File: config.mk
export PLATFORM = sky130hd
export DESIGN_NAME = zcrv_wb_stage
export DESIGN_NICKNAME = d
export VERILOG_FILES = /design/src/rtl/zcrv_wb_stage_pkg.sv /design/src/rtl/zcrv_wb_stage_load_align.sv /design/src/rtl/zcrv_wb_stage.sv
export SDC_FILE = /design/constraint.sdc
export NUM_CORES = 1
export LEC_CHECK = 0
export CAP_MARGIN = 10
export CORE_MARGIN = 3
export CORE_UTILIZATION = 45
export CTS_CLUSTER_DIAMETER = 120
export CTS_CLUSTER_SIZE = 10
export DETAILED_ROUTE_END_ITERATION = 8
export PLACE_DENSITY = 0.86
export SLEW_MARGIN = 0
export SYNTH_ARGS = -nofsm -noshare
export SYNTH_HDL_FRONTEND = slang
export SYNTH_SLANG_ARGS = --single-unit
export TNS_END_PERCENT = 5
File: constraint.sdc
create_clock -name clk -period 1.1 [get_ports clk]
set_input_delay 0.11 -clock clk [delete_from_list [all_inputs] [get_ports clk]]
set_output_delay 0.11 -clock clk [all_outputs]
set_load 0.01 [all_outputs]
File: src/rtl/zcrv_wb_stage_pkg.sv
// zcrv_wb_stage_pkg
//   Shared project defines and the writeback-stage package.
//   Defines:  ZCRV_XLEN, ZCRV_REG_SIZE, ZCRV_F3_{LB,LH,LW,LBU,LHU}
//   Package:  ld_funct3_e (load type encodings), SB_W (scoreboard width),
//             ld_legal() (is a funct3 a supported load type).
//   This file must be compiled before the other zcrv files.

`ifndef ZCRV_DEFINES_V
`define ZCRV_DEFINES_V
`define ZCRV_XLEN      32
`define ZCRV_REG_SIZE  5
`define ZCRV_F3_LB     3'b000
`define ZCRV_F3_LH     3'b001
`define ZCRV_F3_LW     3'b010
`define ZCRV_F3_LBU    3'b100
`define ZCRV_F3_LHU    3'b101
`endif

package zcrv_wb_stage_pkg;

    // Pending-load scoreboard is always one bit per architectural register.
    localparam int unsigned SB_W = 32;

    typedef enum logic [2:0] {
        LD_LB  = `ZCRV_F3_LB,
        LD_LH  = `ZCRV_F3_LH,
        LD_LW  = `ZCRV_F3_LW,
        LD_LBU = `ZCRV_F3_LBU,
        LD_LHU = `ZCRV_F3_LHU
    } ld_funct3_e;

    function automatic logic ld_legal(input logic [2:0] f3);
        logic ok;
        case (f3)
            `ZCRV_F3_LB, `ZCRV_F3_LH, `ZCRV_F3_LW,
            `ZCRV_F3_LBU, `ZCRV_F3_LHU: ok = 1'b1;
            default:                    ok = 1'b0;
        endcase
        return ok;
    endfunction

endpackage

File: src/rtl/zcrv_wb_stage_load_align.sv
// zcrv_load_align
//   Combinational load-data formatter. Picks the byte/halfword addressed by
//   addr_lo_i out of the aligned memory word and sign/zero-extends it.
//   Ports:
//     funct3_i  [2:0]       load type
//     addr_lo_i [1:0]       byte address bits [1:0]
//     rdata_i   [XLEN-1:0]  raw aligned word
//     data_o    [XLEN-1:0]  formatted result
//     legal_o               funct3_i is a supported load type

module zcrv_load_align
    import zcrv_wb_stage_pkg::*;
#(
    parameter int XLEN = `ZCRV_XLEN
) (
    input  logic [2:0]      funct3_i,
    input  logic [1:0]      addr_lo_i,
    input  logic [XLEN-1:0] rdata_i,
    output logic [XLEN-1:0] data_o,
    output logic            legal_o
);

    logic [4:0]  byte_sh;
    logic [4:0]  half_sh;
    logic [7:0]  byte_v;
    logic [15:0] half_v;

    // Halfwords use addr_lo[1] only; misalignment is screened by the LSU.
    assign byte_sh = {addr_lo_i, 3'b000};
    assign half_sh = {addr_lo_i[1], 4'b0000};
    assign byte_v  = rdata_i[byte_sh +: 8];
    assign half_v  = rdata_i[half_sh +: 16];

    always_comb begin
        data_o  = '0;
        legal_o = ld_legal(funct3_i);
        case (funct3_i)
            `ZCRV_F3_LB:  data_o = {{(XLEN-8){byte_v[7]}}, byte_v};
            `ZCRV_F3_LH:  data_o = {{(XLEN-16){half_v[15]}}, half_v};
            `ZCRV_F3_LW:  data_o = rdata_i;
            `ZCRV_F3_LBU: data_o = {{(XLEN-8){1'b0}}, byte_v};
            `ZCRV_F3_LHU: data_o = {{(XLEN-16){1'b0}}, half_v};
            default:      data_o = '0;
        endcase
    end

endmodule

File: src/rtl/zcrv_wb_stage.sv
// zcrv_wb_stage
//   Writeback stage: arbitrates between execute results and load returns
//   (loads win, they cannot be stalled), registers the regfile write, and
//   tracks registers with an outstanding load in the sb_busy bitmap.
//   Ports:
//     clk, rst_n                      clock, async active-low reset
//     ex_valid/ex_ready/ex_wen/ex_rd/ex_data   execute result handshake
//     ld_issue/ld_issue_rd            load dispatched to LSU (sets busy)
//     lsu_valid/lsu_rd/lsu_funct3/lsu_addr_lo/lsu_rdata   load return
//     rd_wr_en/rd_index/rd_data       registered regfile write / bypass
//     sb_busy [31:0]                  pending-load bitmap
//     wb_err                          pulse for an illegal load funct3

module zcrv_wb_stage
    import zcrv_wb_stage_pkg::*;
#(
    parameter int XLEN     = `ZCRV_XLEN,
    parameter int REG_SIZE = `ZCRV_REG_SIZE
) (
    input  logic                clk,
    input  logic                rst_n,
    input  logic                ex_valid,
    output logic                ex_ready,
    input  logic                ex_wen,
    input  logic [REG_SIZE-1:0] ex_rd,
    input  logic [XLEN-1:0]     ex_data,
    input  logic                ld_issue,
    input  logic [REG_SIZE-1:0] ld_issue_rd,
    input  logic                lsu_valid,
    input  logic [REG_SIZE-1:0] lsu_rd,
    input  logic [2:0]          lsu_funct3,
    input  logic [1:0]          lsu_addr_lo,
    input  logic [XLEN-1:0]     lsu_rdata,
    output logic                rd_wr_en,
    output logic [REG_SIZE-1:0] rd_index,
    output logic [XLEN-1:0]     rd_data,
    output logic [SB_W-1:0]     sb_busy,
    output logic                wb_err
);

    logic                wr_en_q, wr_en_d;
    logic [REG_SIZE-1:0] idx_q,   idx_d;
    logic [XLEN-1:0]     data_q,  data_d;
    logic [SB_W-1:0]     busy_q,  busy_d;
    logic                err_q,   err_d;

    logic [XLEN-1:0]     ld_data;
    logic                ld_ok;

    zcrv_load_align #(.XLEN(XLEN)) u_load_align (
        .funct3_i  (lsu_funct3),
        .addr_lo_i (lsu_addr_lo),
        .rdata_i   (lsu_rdata),
        .data_o    (ld_data),
        .legal_o   (ld_ok)
    );

    // Load returns have no backpressure, so EX is only taken when the LSU is quiet.
    assign ex_ready = !lsu_valid;

    always_comb begin
        wr_en_d = 1'b0;
        err_d   = 1'b0;
        idx_d   = idx_q;
        data_d  = data_q;
        if (lsu_valid) begin
            // Illegal load types leave index/data untouched and only flag an error.
            if (ld_ok) begin
                wr_en_d = (lsu_rd != '0);
                idx_d   = lsu_rd;
                data_d  = ld_data;
            end else begin
                err_d   = 1'b1;
            end
        end else if (ex_valid) begin
            wr_en_d = ex_wen && (ex_rd != '0);
            idx_d   = ex_rd;
            data_d  = ex_data;
        end
    end

    // Scoreboard: a new issue overrides a same-cycle return to the same index.
    always_comb begin
        busy_d    = '0;
        for (int i = 1; i < SB_W; i++) begin
            busy_d[i] = (ld_issue && (ld_issue_rd == REG_SIZE'(i))) ||
                        (busy_q[i] && !(lsu_valid && (lsu_rd == REG_SIZE'(i))));
        end
    end

    always_ff @(posedge clk or negedge rst_n) begin
        if (!rst_n) begin
            wr_en_q <= 1'b0;
            idx_q   <= '0;
            data_q  <= '0;
            busy_q  <= '0;
            err_q   <= 1'b0;
        end else begin
            wr_en_q <= wr_en_d;
            idx_q   <= idx_d;
            data_q  <= data_d;
            busy_q  <= busy_d;
            err_q   <= err_d;
        end
    end

    assign rd_wr_en = wr_en_q;
    assign rd_index = idx_q;
    assign rd_data  = data_q;
    assign sb_busy  = busy_q;
    assign wb_err   = err_q;

endmodule

---- Word level (Yosys, flattened, before mapping) ----
Index checks and enable logic that the tools add are counted.
W data, S select, Z words.
operators by class
  eq/ne operators ......................... 67
  shifts and indexed selects .............. 2
  mux-type cells .......................... 13
  reductions and logical operators ........ 163
operators with widths
  operator              number
  $eq A5 B5 Y1 const B  32
  $pmux W32 S5          1
  $mux W32              3
  $logic_and A1 B1 Y1   94
  $eq A5 B4 Y1 const B  16
  $eq A5 B3 Y1 const B  8
  $logic_not A1 Y1      32
  $shiftx A32 B6 Y16    1
  $shiftx A32 B6 Y8     1
  $logic_or A1 B1 Y1    31
  $eq A5 B2 Y1 const B  4
  $mux W5               3
  $eq A5 B1 Y1 const B  2
  $reduce_bool A5 Y1    2
  $eq A3 B3 Y1 const B  2
  $mux W1               6
  $reduce_or A5 Y1      1
  $eq A3 B1 Y1 const B  1
  $eq A3 B2 Y1 const B  1
  $logic_not A3 Y1      1
  $ne A2 B1 Y1 const B  1
  $reduce_and A2 Y1     1
  $reduce_bool A2 Y1    1
storage, ports and cells
  flip-flop bits (word level) ............. 70
  input port bits ......................... 90

---- Logic depth before layout (Yosys ltp) ----
  depth after elaboration ................. 5
  gate-level depth with buffers ........... 7

---- Modules after synthesis ----
From an unflattened synthesis, not the netlist that was laid out.
second synthesis, totals
  cell total of the unflattened synthesis .. 419
  area total of the unflattened synthesis .. 4001.3 um^2
modules (own cells, without submodules)
  module           instances  cells each  area each (um^2)  sequential area each (um^2)
  zcrv_wb_stage    1          301         3130.5            1751.7
  zcrv_load_align  1          118         870.8             0.0

---- Worst setup path after synthesis ----
OpenSTA, ideal clock, no wires.
  path type ............................... input port to flip-flop
  from .................................... in lsu_addr_lo[1]
  to ...................................... reg data_q[16] (netlist: rd_data[16])
  arrival time ............................ 1.224 ns
  path slack .............................. -0.253 ns
  stages .................................. 6
  cells stage by stage .................... buf_2 mux2i_1 o22ai_2 a21oi_2 buf_6 a211oi_2
on the way
  word-level cells in the longest chain between the ends .. 4
  elaborated cells on any way between the ends .. 5
  those cells by class .................... shift (2); mux (3)
ends and longest elaborated chain
  item                                                     RTL line                                                        source
  start: declaration                                       zcrv_wb_stage.sv:32                                             input logic [1:0] lsu_addr_lo,
  $shiftx A32 B6 Y16 or $shiftx A32 B6 Y8 (tied branches)  zcrv_wb_stage_load_align.sv:32, zcrv_wb_stage_load_align.sv:31
  $pmux W32 S5 *                                           zcrv_wb_stage_load_align.sv:37                                  case (funct3_i)
  $mux W32 *                                               zcrv_wb_stage.sv:68                                             if (ld_ok) begin
  $mux W32 *                                               zcrv_wb_stage.sv:66                                             if (lsu_valid) begin
  end signal: assignment                                   zcrv_wb_stage.sv:101                                            data_q <= data_d;
  end: declaration                                         zcrv_wb_stage.sv:43                                             logic [XLEN-1:0] data_q, data_d;
Mark *: on every way between the ends. The rest lies on a longest branch, timed or not. The select of a mux whose other input is x is not followed.
A chain may end at the register's enable or synchronous reset.

---- Worst setup path in the final report ----
  from .................................... in lsu_addr_lo[0]
  to ...................................... reg data_q[8] (netlist: rd_data[8])
on the way
  word-level cells in the longest chain between the ends .. 4
ends and longest elaborated chain
  item               RTL line                        source
  $shiftx A32 B6 Y8  zcrv_wb_stage_load_align.sv:31  assign byte_v = rdata_i[byte_sh +: 8];
  $pmux W32 S5       zcrv_wb_stage_load_align.sv:37
  $mux W32           zcrv_wb_stage.sv:68
  $mux W32           zcrv_wb_stage.sv:66
Every way passes these cells. The select of a mux whose other input is x is not followed.

==> impl_metrics.py <==
metrics = {
    "clock_tree": {
        "clock-sinks": 70,
        "numCtsBuffers": 9,
        "clock_latency_ns": 0.35,
        "cts_tree": "built",
        "cts_root_buf": "clkbuf_8",
        "clk_pin_slew_worst_paths_ns": 0.08,
        "clock_path_buffers": 2,
        "cts-htree-levels": 3,
    },
    "timing": {
        "hold_viol": 0,
        "grt_setup_unrepaired": "yes",
        "drv_slew": 0,
        "setup_violations": 18,
        "slew_headroom_pct": 62.2,
        "fin_ws_ns": -0.102,
        "min_period_ns": 1.20,
        "period_share_pct": 109,
        "finClkSkew_ns": 0,
        "worstMarginPinSlew_ns": 0.566,
        "finalSetupTns_ns": -0.542,
        "max_freq_ghz": 0.832,
    },
    "route": {
        "dr.pass1.iters": 7,
        "via_per_inst": 6.05,
        "wl_per_cell_um": 22.0,
        "via_count": 4233,
        "drc_errors": 0,
        "drtAntennaViolNets": 0,
        "drt-initial-drc-count": 252,
        "wirelength_um": 15400,
    },
    "floorplan": {
        "io_pins": 162,
        "start_util_pct": 46.5,
        "dieArea_mm2": 0.00913,
        "die_w_um": 95.5,
        "die_y_um": 95.5,
        "coreArea_mm2": 0.00777,
        "rows": 32,
    },
    "worst_setup_path": {
        "cp_cell_sequence": "buf_8 -> buf_6 -> buf_4 -> or3b_1 -> o22ai_1 -> a21oi_2 -> buf_4 -> a21oi_1",
        "critPathLaunchType": "primary input",
        "crit_path_end_kind": "flop",
        "worstPathArrival_ns": 1.44,
        "crit_path_max_fanout": 8,
        "cp.required_ns": 1.34,
        "crit_type": "primary input to flop",
        "cpPeakStageDelay_ns": 0.39,
        "cp.buffers_inverters": 4,
        "critPathTopFamily": "compound AO/OA/AOI/OAI gates",
        "path_common_cell": "buf_4",
        "slowest_stage": "or3b_1",
    },
    "place": {
        "port_buffers": 160,
        "gp_congestion": 0.947,
        "dp_hpwl_um": 10300,
    },
    "grt": {
        "overflow": 0,
        "grt_pass1_wl_um": 22700,
        "grt_max_degree": 71,
        "gr-usage-all-layers_pct": 33.0,
        "first_global_vias": 4376,
        "antenna_found_initial": 1,
    },
    "synthesis": {
        "async_flop_share_pct": 100,
        "synth_largest_area_cell": "dfrtp_1",
        "syn_inst": 379,
        "synth_flop_cell": "dfrtp_1",
        "synth_top_area_share_pct": 48.5,
        "synth_nets": 469,
        "synth-warning-count": 0,
        "syn_area_mm2": 0.00361,
        "ys_types": 51,
        "avgSynthCellArea_um2": 9.52,
        "ys_ff_latch": 70,
        "synth.area.top_cells": "dfrtp_1, o21ai_0, a211oi_2",
        "yosysSeqAreaShare_pct": 48.5,
        "synth_edf_count": 0,
    },
    "job": {
        "max-cap-violations": 0,
    },
    "final_layout": {
        "drive_above_1_share_pct": 34.1,
        "fillCellCount": 519,
        "layout.nets": 681,
        "seqCellArea_mm2": 0.00175,
        "multi_input_area_mm2": 0.00191,
        "utilization_pct": 76.0,
        "syn_to_final_growth_pct": 63.5,
    },
    "hold_path": {
        "hold_class": "primary input to flop",
    },
    "power_and_ir_drop": {
        "ir_drop_mv": 0.827,
        "p_leak_nw": 2.59,
        "power.density_mw_per_mm2": 1360,
    },
    "run_status": {
        "violations": "setup timing",
        "outcome": "finished with violations",
    },
}
[area by class of cell]
class	count	share of cell area, %
clock buffers	9	2.10
well taps	102	2.16
flip-flops and latches	70	29.7
repair buffers	226	32.2
multi-input cells	281	32.3
diodes	2	0.0848
clock inverters	7	1.23
inverters	3	0.212
[metal layers]
| layer | track usage, % | vias up | routed length [µm] |
|---|---|---|---|
| met5 | 0 | - | 11 |
| met4 | 19.8 | 2 | 841 |
| met3 | 10.7 | 83 | 1760 |
| met2 | 55.4 | 331 | 7370 |
| met1 | 36.1 | 1987 | 5420 |
| li1 | - | 1830 | - |
[layout by cell type (no fill, tap or decap), types with 3 or more instances in the layout]
cell             count
a211oi_1             3
a211oi_2            13
a21oi_1             17
a21oi_2              3
a222oi_1             5
a22oi_1              6
buf_12               6
buf_2               25
buf_4               52
buf_6                5
buf_8                3
clkbuf_2            40
clkbuf_8             9
clkdlybuf4s15_1      8
clkdlybuf4s50_1     62
clkinv_2             3
dfrtp_1             70
dlygate4sd2_1       16
dlymetal6s2s_1       7
mux2_2               3
mux2_4               3
mux2i_1              6
nand2_1             29
nand2b_1            10
nand3_1              4
nand4b_1             4
nor2_1              27
nor3_1              17
o21ai_0             53
o21ai_1             16
o21ai_2              4
o22ai_1             11
o2bb2ai_1            4
or2_2                4
or3_4                3
[cell families (layout without fill, tap and decap cells)]
family	count (synthesis)	after routing	share of synthesized area (%)
simple gates	118	118	16.6
other cells	1	3	0.104
flops	70	70	48.5
compound gates	147	147	26.1
buf+inv	28	245	3.88
mux	15	15	4.72
[Yosys cell counts (2+ instances only)]
library cell / number
dfrtp_1: 70
a21oi_1: 19
a22oi_1: 6
nor2_1: 27
o22ai_1: 11
buf_4: 2
inv_1: 2
a21oi_2: 2
buf_2: 10
nand4_1: 2
o2bb2ai_1: 4
nand2_1: 29
nand4b_1: 4
or3_1: 3
and2_1: 2
buf_6: 2
clkbuf_1: 11
a211oi_2: 10
nand3b_1: 2
mux2i_1: 8
a222oi_1: 5
mux2_2: 6
nor3_1: 18
nor2b_1: 4
o21ai_0: 72
a211oi_1: 7
or2_2: 4
nand3_1: 4
a221oi_1: 2
nand2b_1: 10
[power breakdown]
| group | switching [mW] | total, mW | internal [mW] |
|---|---|---|---|
| clock | 1.06 | 2.11 | 1.05 |
| combinational | 1.33 | 2.56 | 1.23 |
| sequential | 0.313 | 3.36 | 3.04 |
| total | 2.70 | 8.02 | 5.32 |
[flip-flops by register name, summed over array words and instances (netlist names)]
register / flops
rd_data: 32
rd_index: 5
rd_wr_en: 1
sb_busy: 31
wb_err: 1
[worst register-to-register path: cells and delay by family, from the launching register on]
family | cells | cell delay, ns
DFF | 1 | 0.42
AOI/OAI and AO/OA | 2 | 0.25
and+or+nand+nor | 1 | 0.17
[worst paths after layout]
check | to | slack [ns] | startpoint | cells after the start
worst min register to register | rd_index[2] | 0.49 | rd_index[2] | 2
worst max-delay path | rd_data[8] | -0.10 | lsu_addr_lo[0] | 8
min in group asynchronous | sb_busy[18] | 0.30 | rst_n | 3
max in group asynchronous | rd_data[8] | 0.46 | rst_n | 3
worst max register to register | rd_data[1] | 0.14 | rd_data[1] | 3
worst min-delay path | rd_data[16] | 0.20 | lsu_rdata[16] | 3
[stage by stage]
stage	cells	instance area, µm²	power [mW]	hold slack [ns]	setup slack [ns]
after floorplan	379	3640	4.32	-0.186	-0.157
after global placement	671	5720	6.07	0.157	-0.732
after detailed placement	671	5720	6.16	0.166	-0.826
after CTS	698	6110	8.12	0.195	-0.111
after global routing	698	5900	8.35	0.184	-0.121
final	700	5900	8.02	0.196	-0.102
[repair_timing]
action / in CTS / in global routing
hold buffers: 1 / 0
hold endpoints to repair: 70 / 0
endpoints found under the setup margin: 125 / 118
cloned: 2 / 0
setup buffers: 8 / 0
resized for setup: 251 / 81
pin swaps: 16 / 10
(Power assumes the default switching activity.)
